### src/rtl/axilwb_arb_pkg.sv
// axilwb_arb_pkg: shared grant-state and owner types for the AXI-lite/Wishbone read/write arbiter.
package axilwb_arb_pkg;
  typedef enum logic [1:0] {IDLE, GRANT_RD, GRANT_WR} state_t;
  typedef enum logic {OWN_RD, OWN_WR} owner_t;
  localparam owner_t LAST_OWNER_RST = OWN_WR;
endpackage

### src/rtl/axilwb_arb_grant.sv
// axilwb_arb_grant: non-preemptive grant FSM and last_owner register.
// Define AXILWB_ARB_ROUND_ROBIN_EN to alternate simultaneous requests; otherwise write always wins.
module axilwb_arb_grant
  import axilwb_arb_pkg::*;
(
  input  logic   i_clk,
  input  logic   w_reset,
  input  logic   i_rd_cyc,
  input  logic   i_wr_cyc,
  output state_t o_state
);
  state_t state_q, state_d;
  owner_t last_owner_q, last_owner_d;
  logic   pick_rd;
`ifdef AXILWB_ARB_ROUND_ROBIN_EN
  assign pick_rd = last_owner_q == OWN_WR;
`else
  assign pick_rd = 1'b0;
`endif
  always_ff @(posedge i_clk) begin
    if (w_reset) begin
      state_q      <= IDLE;
      last_owner_q <= LAST_OWNER_RST;
    end else begin
      state_q      <= state_d;
      last_owner_q <= last_owner_d;
    end
  end
  // An owner keeps the bus until its own cyc drops; only then may the other side take it.
  always_comb begin
    state_d = IDLE;
    case (state_q)
      IDLE:     state_d = (i_rd_cyc && i_wr_cyc) ? (pick_rd ? GRANT_RD : GRANT_WR) :
                          i_rd_cyc ? GRANT_RD : i_wr_cyc ? GRANT_WR : IDLE;
      GRANT_RD: state_d = i_rd_cyc ? GRANT_RD : i_wr_cyc ? GRANT_WR : IDLE;
      GRANT_WR: state_d = i_wr_cyc ? GRANT_WR : i_rd_cyc ? GRANT_RD : IDLE;
      default:  state_d = IDLE;
    endcase
    last_owner_d = state_d == GRANT_RD ? OWN_RD : state_d == GRANT_WR ? OWN_WR : last_owner_q;
  end
  always_comb o_state = state_q;
endmodule

### src/rtl/axilwb_rdwr_arbiter.sv
// axilwb_rdwr_arbiter: shares one Wishbone slave between the AXI-lite read and write bridges.
// Optional macro AXILWB_ARB_ROUND_ROBIN_EN (in axilwb_arb_grant) selects round-robin tie-breaking.
module axilwb_rdwr_arbiter
  import axilwb_arb_pkg::*;
#(
  parameter int AW = 26,
  parameter int DW = 32
) (
  input  logic            i_clk,
  input  logic            w_reset,
  input  logic            i_rd_cyc,
  input  logic            i_rd_stb,
  input  logic [AW-1:0]   i_rd_addr,
  output logic            o_rd_ack,
  output logic            o_rd_stall,
  output logic            o_rd_err,
  output logic [DW-1:0]   o_rd_data,
  input  logic            i_wr_cyc,
  input  logic            i_wr_stb,
  input  logic [AW-1:0]   i_wr_addr,
  input  logic [DW-1:0]   i_wr_data,
  input  logic [DW/8-1:0] i_wr_sel,
  output logic            o_wr_ack,
  output logic            o_wr_stall,
  output logic            o_wr_err,
  output logic            o_wb_cyc,
  output logic            o_wb_stb,
  output logic            o_wb_we,
  output logic [AW-1:0]   o_wb_addr,
  output logic [DW-1:0]   o_wb_data,
  output logic [DW/8-1:0] o_wb_sel,
  input  logic            i_wb_ack,
  input  logic            i_wb_stall,
  input  logic            i_wb_err,
  input  logic [DW-1:0]   i_wb_data
);
  state_t state;
  logic   rd_own, wr_own;
  axilwb_arb_grant u_grant (
    .i_clk    (i_clk),
    .w_reset  (w_reset),
    .i_rd_cyc (i_rd_cyc),
    .i_wr_cyc (i_wr_cyc),
    .o_state  (state)
  );
  assign rd_own     = state == GRANT_RD;
  assign wr_own     = state == GRANT_WR;
  assign o_wb_cyc   = rd_own ? i_rd_cyc : wr_own ? i_wr_cyc : 1'b0;
  assign o_wb_stb   = rd_own ? i_rd_cyc & i_rd_stb : wr_own ? i_wr_cyc & i_wr_stb : 1'b0;
  assign o_wb_we    = wr_own;
  assign o_wb_addr  = rd_own ? i_rd_addr : wr_own ? i_wr_addr : '0;
  assign o_wb_data  = wr_own ? i_wr_data : '0;
  assign o_wb_sel   = rd_own ? '1 : wr_own ? i_wr_sel : '0;
  // Gating with o_wb_cyc drops responses that arrive while no owner is driving a cycle.
  assign o_rd_ack   = rd_own & i_wb_ack & o_wb_cyc;
  assign o_rd_err   = rd_own & i_wb_err & o_wb_cyc;
  assign o_rd_stall = rd_own ? i_wb_stall : 1'b1;
  assign o_rd_data  = i_wb_data;
  assign o_wr_ack   = wr_own & i_wb_ack & o_wb_cyc;
  assign o_wr_err   = wr_own & i_wb_err & o_wb_cyc;
  assign o_wr_stall = wr_own ? i_wb_stall : 1'b1;
endmodule

### config.mk
export PLATFORM = sky130hd
export DESIGN_NAME = axilwb_rdwr_arbiter
export DESIGN_NICKNAME = d
export VERILOG_FILES = /design/src/rtl/axilwb_arb_pkg.sv /design/src/rtl/axilwb_arb_grant.sv /design/src/rtl/axilwb_rdwr_arbiter.sv
export SDC_FILE = /design/constraint.sdc
export NUM_CORES = 1
export LEC_CHECK = 0
export BUFFER_PORTS_ARGS = -buffer_cell sky130_fd_sc_hd__buf_2
export CAP_MARGIN = 25
export CORE_AREA = 2 2 89 91
export CTS_CLUSTER_SIZE = 30
export DETAILED_ROUTE_END_ITERATION = 12
export DIE_AREA = 0 0 91 93
export HOLD_SLACK_MARGIN = 0.1
export SLEW_MARGIN = 20
export SYNTH_ARGS = -nofsm -noshare
export SYNTH_HDL_FRONTEND = slang
export SYNTH_HIERARCHICAL = 1
export SYNTH_SLANG_ARGS = --single-unit
### constraint.sdc
create_clock -name i_clk -period 1.22 [get_ports i_clk]
set_input_delay 0.061 -clock i_clk [delete_from_list [all_inputs] [get_ports i_clk]]
set_output_delay 0.061 -clock i_clk [all_outputs]
set_load 0.03 [all_outputs]
=== Yosys cells after proc, flatten, opt, wreduce, memory -nomap -nowiden ===
Cells that the tools add are included.

* Equality and inequality tests: 2
* Multiplexer cells: 17
* Bitwise logic cells: 10
* Reduce and logical (&&, ||, !) cells: 2

{| class="wikitable"
|+ Operators by type and width
! operator !! number
|-
| $mux 26 || 2
|-
| $mux 32 || 1
|-
| $and 1x1->1 || 10
|-
| $mux 2 || 4
|-
| $mux 4 || 2
|-
| $mux 1 || 7
|-
| $pmux 2 s3 || 1
|-
| $eq 2x1->1 const B || 1
|-
| $eq 2x2->1 const B || 1
|-
| $logic_not 2->1 || 1
|-
| $logic_and 1x1->1 || 1
|}

* Register bits: 2
* Bits of input ports: 129
* Output and inout port bits: 103
* Logic and storage cells: 32

=== Logic depth before layout (Yosys ltp) ===
Gate-level depths: netlist of the first run.

* Depth in word-level cells: 4
* Depth in mapped cells: 4
* Mapped depth without buffers: 2

=== Cells and area by module ===
Netlist of the first run, hierarchy kept.

{| class="wikitable"
|+ Modules (own cells, without submodules)
! module !! instances !! cells each !! area an instance (um2) !! sequential area each (um2)
|-
| axilwb_rdwr_arbiter || 1 || 117 || 859.6 || 0.0
|-
| axilwb_arb_grant || 1 || 6 || 81.3 || 40.0
|}

=== Worst setup path before layout of the first run ===
Ideal clock, no wire load.

* Path type: flip-flop to output port
* Start point: register u_grant.state_q[0] (netlist: u_grant/o_state[0])
* End point: output o_rd_ack
* Arrival: 1.165 ns
* Data required time: 1.159 ns
* Setup slack: -0.006 ns
* Cell stages (with the launch flop): 5
* Path buffers: 2
* Cell sequence: dfxtp_1 > nor2b_1 > buf_2 > buf_2 > and3_1

* Cells in the longest elaborated chain, start to end: 4
* Elaborated cells on any way between the ends: 6
* Those cells by class: eq/ne (2); mux (2); bitwise (2)

{| class="wikitable"
|+ Ends and longest elaborated chain
! what !! RTL line !! RTL
|-
| start, declared || axilwb_arb_grant.sv:12 || <nowiki>state_t state_q, state_d;</nowiki>
|-
| start signal, assigned || axilwb_arb_grant.sv:25 || <nowiki>state_q <= state_d;</nowiki>
|-
| $eq 2x2->1 || axilwb_rdwr_arbiter.sv:47 || <nowiki>assign wr_own = state == GRANT_WR;</nowiki>
|-
| $mux 1 (2 in a row) || axilwb_rdwr_arbiter.sv:48 || <nowiki>assign o_wb_cyc = rd_own ? i_rd_cyc : wr_own ? i_wr_cyc : 1'b0;</nowiki>
|-
| $and 1x1->1 * || axilwb_rdwr_arbiter.sv:55 || <nowiki>assign o_rd_ack = rd_own & i_wb_ack & o_wb_cyc;</nowiki>
|-
| end, declared || axilwb_rdwr_arbiter.sv:14 || <nowiki>output logic o_rd_ack,</nowiki>
|}

Mark *: on every way between the ends. The rest lies on a longest branch, timed or not.

=== Final worst setup path of the first run ===
* Start point: register u_grant.state_q[0] (netlist: u_grant/o_state[0])
* End point: output o_wr_ack

* Cells in the longest elaborated chain, start to end: 4
* Elaborated cells on any way between the ends: 6
* Those cells by class: eq/ne (2); mux (2); bitwise (2)

{| class="wikitable"
|+ Ends and longest elaborated chain
! what !! RTL line !! RTL
|-
| $eq 2x2->1 || axilwb_rdwr_arbiter.sv:47 ||
|-
| $mux 1 (2 in a row) || axilwb_rdwr_arbiter.sv:48 ||
|-
| $and 1x1->1 * || axilwb_rdwr_arbiter.sv:59 || <nowiki>assign o_wr_ack = wr_own & i_wb_ack & o_wb_cyc;</nowiki>
|-
| end, declared || axilwb_rdwr_arbiter.sv:23 || <nowiki>output logic o_wr_ack,</nowiki>
|}

Marks and branches as above.

==> impl.org, run 1 <==
** Cells and area
- Number of flip-flops in the largest register :: 2
- The area growth from synthesis to layout is 141%.
- Number of fill cells in the layout :: 801
- The number of antenna diodes in the final layout is 0.
- Fin cells :: 364
- In the final layout, the share of cells above drive strength 1 is 0.725.
- Layout net count :: 393

** Status
- Result of the run :: finished with violations
- The checks that failed: negative setup slack.

** Synth
- In the synthesized netlist, the number of instances is 123.
- Number of register bits inferred by synthesis :: 2
- The most used flip-flop cell after synthesis is sky130_fd_sc_hd__dfxtp_1.
- Synth Cell Area :: 941 sq um
- A synthesized cell averages 7.65 sq um.
- Of the post-synthesis cell area, the dominant cell type holds 0.255.
- Ranked by total cell area, the synthesized netlist is headed by sky130_fd_sc_hd__buf_4 (26%), sky130_fd_sc_hd__a22o_1 (25%), sky130_fd_sc_hd__and2_1 (21%).
- Counting flops with an async set or reset pin after synthesis yields a share of 0.
- Portion of the post-synthesis area used by sequential elements :: 0.0426
- Leading post-synthesis cells by instance count :: sky130_fd_sc_hd__and2_1 (32), sky130_fd_sc_hd__buf_4 (32), sky130_fd_sc_hd__a22o_1 (27), sky130_fd_sc_hd__buf_2 (7)
- Largest area contributor in the synthesized netlist :: sky130_fd_sc_hd__buf_4
- The synthesized design contains 0 enable-type register cells.
- The number of different library cells used by synthesis comes to 17.
- Warning count from the yosys run :: 6
- Counting every net in the synthesized netlist gives 252.

** Route
- Count of unresolved DRC violations after routing :: 0
- The detailed router placed 1427 vias in this run.
- First-pass iteration count of the detailed router :: 4
- Mean routed wirelength per cell :: 13.5 um
- 1st-iter DRT viols :: 7
- Dividing the detail-routed via count by the number of cells gives 3.92.
- After detailed routing, the total wire length is 4910 um.
- Remaining number of nets flagged by the antenna check after routing :: 0

** Power and ir drop
- Across the VDD grid, the largest voltage drop is 471 uV.
- Dividing total power by cell area gives a power density of 549 mW/mm^2.
- Total leakage power :: 1.22 nW

** Placement
- Before CTS, the worst setup slack after placement is 0.0218 ns.
- In this run the tool buffered the top-level ports with 167 buffer cells.
- Number of cells in the design after placement :: 355
- At the end of routability-driven placement, the weighted congestion stood at 0.750.

** Floorplanning
- The floorplan step set the die height to 93 um.
- For this configuration, the core starts out at a cell density of 0.125.
- In this run the core area contains 32 standard-cell rows.
- Width of the die :: 91 um
- Area of the die :: 0.00846 sq mm
- The floorplan step defined a core boundary enclosing 0.00753 sq mm.
- 232 I/O pins were placed.

** Critical path
- Worst setup path start :: u_grant/o_state[0]$_SDFF_PP0_
- Number of cell instances on the worst register-to-register path :: 3
- The worst setup path is launched from a flip-flop.
- The signal on the critical path passes through and2b_4 -> buf_12 -> and3_1 -> buf_6.
- CP peak stage delay :: 0.31 ns
- In this run the critical register-to-register path is launched from u_grant/o_state[0]$_SDFF_PP0_.
- The slowest stage of the critical path is the sky130_fd_sc_hd__dfxtp_2 cell.
- Of all nets on the critical path, the largest fanout is 30.
- By startpoint and endpoint, the worst setup path is classified as flip-flop to primary output.
- The worst register-to-register path ends at u_grant/o_state[0]$_SDFF_PP0_.
- R2r setup slk :: 0.26 ns
- The worst setup path is captured at a primary output.
- For the worst setup path, the data arrival time is 1.30 ns.
- Required time worst endpoint :: 1.16 ns

** Worst hold path
- Endpoint of the worst hold-timing path :: o_rd_data[15]
- Worst hold path cell count :: 0
- In this run the most critical hold path is launched from i_wb_data[15].
- Type of the worst min-delay path :: input pin to primary output

** STA
- Final number of hold-violating endpoints :: 0
- Setup repair after global routing could not meet its margin everywhere.
- Setup violations remaining at the end of the flow were counted as 69.
- In this run the tightest slew margin relative to its limit is 0.922.
- Worst clock skew :: 0.000194 ns
- Dividing the final minimum period by the clock period gives 1.11.
- In the post-route analysis, the smallest setup slack over all paths is -0.138 ns.
- Final period demand of the worst path :: 1.36 ns
- At the pin with the least slew margin, the transition time is 0.116 ns.
- Worst Hold Slack :: 0.122 ns
- Final Max Tran Viols :: 0
- Maximum frequency from static timing analysis :: 0.736 GHz
- For the final routed database, the setup TNS stands at -7.14 ns.

** Flow run
- Maximum capacitance violations :: 0

** Global routing
- The first global-routing pass estimated 7270 um of wire.
- The number of antenna violations at the first check in global routing was 0.
- Entering global routing, the biggest net connects 38 pins.
- Via count of the first global-routing pass :: 1566
- Residual overflow from global routing :: 0
- For this run, the total global-route usage over all layers was measured as 0.106.

** Clocking
- Num Clock Sinks :: 2
- The clock passes through at most 2 buffers.
- Clock-pin slew was measured on the worst setup and hold paths at 0.03 ns.
- The later pin in the worst-skew pair is clocked with a latency of 0.21 ns.
- TritonCTS clock tree :: done
- The tree is rooted in a sky130_fd_sc_hd__clkbuf_8.
- H-Tree Depth :: 1
- In this run, CTS created clock tree buffers numbering 3.
-- routing by layer --
layer / GRT usage / wire length [um]
met1: 0.101 / 1620
met3: 0.0322 / 527
met5: 0 / 0
met4: 0.0606 / 218
met2: 0.200 / 2550
-- how the worst max path moves through the flow --
stage / end / slack, ns / cells past startpoint
4_1_cts: o_wr_ack / -0.14 / 4
5_1_grt: o_wr_ack / -0.19 / 4
2_1_floorplan: o_wb_data[22] / 0.005 / 3
6_report: o_wr_ack / -0.14 / 4
3_3_place_gp: o_rd_ack / 0.07 / 4
3_5_place_dp: o_rd_ack / 0.02 / 4
-- stage by stage --
| stage | util | power [mW] | area [sq um] |
|---|---|---|---|
| 3_5_place_dp | 0.222 | 0.777 | 1670 |
| 3_3_place_gp | 0.222 | 0.771 | 1670 |
| 4_1_cts | 0.301 | 1.25 | 2260 |
| 6_report | 0.301 | 1.24 | 2270 |
| 5_1_grt | 0.301 | 1.31 | 2270 |
| 2_1_floorplan | - | 0.687 | 943 |
-- cell families (layout without fill, tap and decap cells) --
group / Yosys count / count (layout) / share of synthesized area
simple gates: 44 / 44 / 0.307
buf+inv: 43 / 182 / 0.340
compound gates: 33 / 33 / 0.294
flops: 2 / 2 / 0.0426
mux: 1 / 1 / 0.0160
-- critical path, delay by kind of cell, from the launching register on --
kind                   cells  cell delay [ns]
AND/OR/NAND/NOR            2             0.46
flip-flops                 1             0.31
buffers and inverters      2             0.30
-- area by class of cell --
class | count | area, sq um | share of cell area
Timing Repair Buffer | 179 | 1450 | 0.640
Tap cell | 102 | 128 | 0.0563
Sequential cell | 2 | 42.5 | 0.0188
Clock buffer | 3 | 41.3 | 0.0182
Multi-Input combinational cell | 78 | 606 | 0.267
-- power by group --
group / internal (mW) / switching [mW] / leakage (nW)
sequential: 0.0703 / 0.00324 / 0.0172
combinational: 0.456 / 0.455 / 1.19
clock: 0.209 / 0.0514 / 0.0216
-- cell usage in the layout (no fill, tap or decap) --
master and n:
sky130_fd_sc_hd__a21o_1 4, sky130_fd_sc_hd__a22o_1 27, sky130_fd_sc_hd__and2_1 32, sky130_fd_sc_hd__and2b_4 1, sky130_fd_sc_hd__and3_1 2, sky130_fd_sc_hd__and3_4 2
sky130_fd_sc_hd__and3b_1 1, sky130_fd_sc_hd__buf_12 3, sky130_fd_sc_hd__buf_16 2, sky130_fd_sc_hd__buf_2 96, sky130_fd_sc_hd__buf_4 6, sky130_fd_sc_hd__buf_6 71
sky130_fd_sc_hd__clkbuf_8 3, sky130_fd_sc_hd__dfxtp_2 2, sky130_fd_sc_hd__dlygate4sd3_1 1, sky130_fd_sc_hd__mux2_4 1, sky130_fd_sc_hd__nand2b_1 1, sky130_fd_sc_hd__nand2b_4 1
sky130_fd_sc_hd__nand3_1 1, sky130_fd_sc_hd__nand4b_1 1, sky130_fd_sc_hd__nor2b_4 1, sky130_fd_sc_hd__nor3b_2 1, sky130_fd_sc_hd__o21ai_0 1, sky130_fd_sc_hd__o21ai_1 1
-- what timing repair did --
| item | in CTS | in global routing |
|---|---|---|
| hold endpoints to repair | 1 | 0 |
| setup endpoints to repair | 70 | 71 |
| pin swaps | 28 | 0 |
| hold buffers | 1 | 0 |
| setup buffers | 3 | 0 |
| cloned | 2 | 0 |
| resized for setup | 149 | 2 |
Note: power is estimated with default switching activity, not from simulation.
==> inputs of run 2 (changes only) <==
--- a/config.mk
+++ b/config.mk
@@ -5,6 +5,7 @@
 export SDC_FILE = /design/constraint.sdc
 export NUM_CORES = 1
 export LEC_CHECK = 0
+export ABC_AREA = 1
 export BUFFER_PORTS_ARGS = -buffer_cell sky130_fd_sc_hd__buf_2
 export CAP_MARGIN = 25
 export CORE_AREA = 2 2 89 91
@@ -12,6 +13,7 @@
 export DETAILED_ROUTE_END_ITERATION = 12
 export DIE_AREA = 0 0 91 93
 export HOLD_SLACK_MARGIN = 0.1
+export PLACE_DENSITY_LB_ADDON = 0.25
 export SLEW_MARGIN = 20
 export SYNTH_ARGS = -nofsm -noshare
 export SYNTH_HDL_FRONTEND = slang
==> impl.org, run 2 <==
** Cells and area
- Number of antenna repair diodes :: 0 (unchanged)
- Share of layout cells above drive strength 1 :: 0.598 (-0.127)
- Post-layout util :: 0.323 (+0.0214)
- Number of flip-flops in the largest register :: 2 (unchanged)
- The layout filler cell count came to 824 (+2.9%).
- Area of all sequential standard cells :: 45.0 sq um (+5.9%)
- The area growth from synthesis to layout is 134%.
- The total number of nets in the final design was 499 (+27%).
- Multi-input gate area :: 684 sq um (+13%)
- Leaving out fill and tap cells, the most frequent cell in the layout is sky130_fd_sc_hd__buf_2.
- Leaving out fill and tap cells, the most frequent cells in the layout are sky130_fd_sc_hd__buf_2 (96), sky130_fd_sc_hd__nand2_1 (81), sky130_fd_sc_hd__buf_6 (45).

** Critical path
- Worst Setup Start Kind :: flip-flop
- In this run the critical register-to-register path is launched from u_grant/o_state[0]$_SDFF_PP0_.
- Worst setup path start :: u_grant/o_state[0]$_SDFF_PP0_
- The worst setup path is of the flip-flop to primary output kind.
- Worst Setup End Kind :: primary output
- The worst path required time came to 1.16 ns (about the same).
- The endpoint arrival time on the critical path is 1.33 ns (+0.03 ns).
- The maximum fanout along the worst path came to 32 (+6.7%).

** STA
- Fin Setup TNS :: -8.44 ns (-1.31 ns)
- The post-route clock period utilization is 1.14 (+0.0252).
- Smallest setup slack after layout :: -0.169 ns (-0.0307 ns)
- Final number of hold-violating endpoints :: 0 (unchanged)
- The final number of max-transition violations was 0 (unchanged).
- Unrepaired setup endpoints after global routing :: true
- The final clock skew came to 0.000801 ns (+0.000607 ns).
- The total setup violations reported at the end of the flow came to 70 (+1.4%).
- The worst slew margin relative to its limit is 0.862 (-0.0601).
- Maximum frequency from static timing analysis :: 0.720 GHz (-2.2%)
- Slew at the pin closest to its max-slew limit :: 0.207 ns (+0.0913 ns)
- The post-layout minimum cycle time is 1.39 ns (+0.0307 ns).

** Floorplanning
- The placeable core area came to 0.00753 sq mm (unchanged).
- Width of the die :: 91 um (unchanged)
- Placement row count :: 32 (unchanged)
- The height of the die is 93 um (unchanged).
- The die area is 0.00846 sq mm (unchanged).
- Number of I/O pins :: 232 (unchanged)
- Effective utilization at floorplan :: 0.138 (+0.0128)

** Synth
- Leading post-synthesis cells by instance count :: sky130_fd_sc_hd__nand2_1 (96), sky130_fd_sc_hd__inv_1 (38), sky130_fd_sc_hd__nor2_1 (35), sky130_fd_sc_hd__buf_4 (33), sky130_fd_sc_hd__buf_2 (8)
- The proportion of register bits with asynchronous set or reset after synthesis came to 0 (unchanged).
- For this run, the leading register cell type out of synthesis is sky130_fd_sc_hd__dfxtp_1.
- The synthesized area per cell was 4.59 sq um (-40%).
- Cell count after synthesis :: 226 (+84%)
- The count of unique library cells instantiated by Yosys was 11 (-6).
- The total standard cell area after synthesis was 0.00104 sq mm (+10%).
- The synthesized flop and latch total came to 2 (unchanged).
- The sequential element share of the synthesized area was 0.0386 (-0.00395).
- Cells taking the most area after synthesis :: sky130_fd_sc_hd__nand2_1 (35%), sky130_fd_sc_hd__buf_4 (24%), sky130_fd_sc_hd__inv_1 (14%)
- The total nets after synthesis came to 355 (+41%).
- Warning count from the yosys run :: 6 (unchanged)
- The number of synthesized flops with an enable pin is 0 (unchanged).
- Largest area contributor in the synthesized netlist :: sky130_fd_sc_hd__nand2_1
- Most numerous cell in the Yosys netlist :: sky130_fd_sc_hd__nand2_1
- Share of Yosys cell area claimed by the top area cell type :: 0.347 (+0.0921)

** Route
- First-pass iteration count of the detailed router :: 4 (unchanged)
- Per-cell via count in the routed design :: 3.77 (-3.8%)
- Total routed wirelength :: 5090 um (+3.6%)
- Total via count in the routed design :: 1772 (+24%)
- The average detailed-routed wire length per instance is 10.8 um (-20%).
- Remaining number of nets flagged by the antenna check after routing :: 0 (unchanged)
- Count of unresolved DRC violations after routing :: 0 (unchanged)
- The initial DRC count was 20 (+13).

** Placement
- The setup slack at placement was -0.0436 ns (-0.0653 ns).
- Count of input and output buffers :: 167 (unchanged)
- Last weighted congestion value of the routability-driven placer :: 0.721 (-3.8%)
- The HPWL after detailed placement is 3440 um.

** Clocking
- TritonCTS built the clock tree.
- The number of CTS-inserted buffers came to 3 (unchanged).
- In this run the clock root is driven by a sky130_fd_sc_hd__clkbuf_8.
- The number of levels in the clock H-tree is 1 (unchanged).
- Largest buffer count on any clock path :: 2 (unchanged)
- Num Clock Sinks :: 2 (unchanged)
- The clock network latency to the later pin of the worst-skew pair came to 0.21 ns (about the same).
- Clock edge transition at the registers on the reported setup and hold paths :: 0.03 ns (about the same)

** Power and ir drop
- The share of power burned in the clock network was 0.204 (-0.005).
- The overall power after layout came to 1.26 mW (+1.5%).
- The power density over cell area was 520 mW/mm^2 (-5.2%).
- Fraction of power consumed by combinational cells :: 0.737 (+0.005)
- The maximum VDD drop came to 290 uV (-38%).
- Total leakage power :: 1.51 nW (+23%)
- The switching power of the nets is 0.571 mW (+12%).
- The internal power of the cells was 0.692 mW (-5.9%).
- Reg power frac :: 0.059 (about the same)
- Net switching share of the total power :: 0.452 (+0.0429)

** Global routing
- Overall track demand over capacity in global routing :: 0.103 (-0.00307)
- The number of antenna violations at the first check in global routing is 0 (unchanged).
- Residual overflow from global routing :: 0 (unchanged)
- Global-route wire length before repair :: 7190 um (-1.0%)
- The via count of the first global-routing pass was 1641 (+4.8%).
- Largest net degree at the start of global routing :: 33 (-13%)

** Worst hold path
- Type of the worst min-delay path :: input pin to flip-flop
- In this run the most critical hold path is launched from w_reset.

** Status
- The checks that failed: negative setup slack.
- The flow ran to the end, but the final reports show violations.

** Flow run
- The max-cap violation count came to 0 (unchanged).
[run 2: critical path, cell delays in order (launching register included)]
cell and delay (ns):
sky130_fd_sc_hd__dfxtp_2 0.32, sky130_fd_sc_hd__buf_6 0.11, sky130_fd_sc_hd__nor2_4 0.14, sky130_fd_sc_hd__buf_4 0.16, sky130_fd_sc_hd__inv_8 0.08, sky130_fd_sc_hd__nor2_1 0.13, sky130_fd_sc_hd__buf_4 0.17
[run 2: final cells by class]
type                    count  area share
repair buffers            180       0.565
multi-input cells         143       0.282
inverters                  40      0.0649
well taps                 102      0.0526
flip-flops and latches      2      0.0185
clock buffers               3      0.0170
[run 2: timing repair]
| item | 4_1_cts | 5_1_grt |
|---|---|---|
| setup endpoints to repair | 71 | 71 |
| resized for setup | 109 | 52 |
| buffers inserted | 4 | 2 |
| cloned | 2 | 2 |
| hold endpoints to repair | 0 | 0 |
| pin swaps | 2 | 8 |
| hold buffers | 0 | 0 |
[run 2: power by group through the flow]
stage	registers, mW	logic [mW]	clock network (mW)
after floorplan	0.0751	0.600	0
after global placement	0.0734	0.703	0
after detailed placement	0.0736	0.703	0
after CTS	0.0728	0.876	0.271
after global routing	0.0746	1.00	0.269
final	0.0741	0.931	0.258
[run 2: path summary, 6_finish.rpt]
| kind | end | depth (start not counted) | slack, ns |
|---|---|---|---|
| worst max-delay path | o_wb_data[23] | 6 | -0.17 |
| worst min-delay path | u_grant/o_state[1]$_SDFF_PP0_ | 4 | 0.11 |
| worst max register to register | u_grant/o_state[0]$_SDFF_PP0_ | 5 | 0.35 |
| worst min register to register | u_grant/o_state[1]$_SDFF_PP0_ | 3 | 0.57 |
[run 2: through the flow]
stage          hold WS, ns  cells  area [sq um]
2_1_floorplan        0.200    226          1040
3_3_place_gp         0.122    458          1780
3_5_place_dp         0.122    458          1780
4_1_cts              0.107    467          2220
5_1_grt              0.122    470          2430
6_report             0.111    470          2430
[run 2: cell families (layout without fill, tap and decap cells)]
family / after synthesis / in the layout / synth area share
compound gates: 4 / 4 / 0.0193
buf+inv: 81 / 223 / 0.422
flops: 2 / 2 / 0.0386
simple gates: 139 / 139 / 0.520
[run 2: routing by layer]
layer	GRT usage	part of all wire	routed length, um	up-vias
met2	0.196	0.53	2700	102
li1	-	-	-	893
met1	0.109	0.37	1870	765
met3	0.0234	0.086	436	12
met5	0	0	0	-
met4	0.0391	0.015	78	0
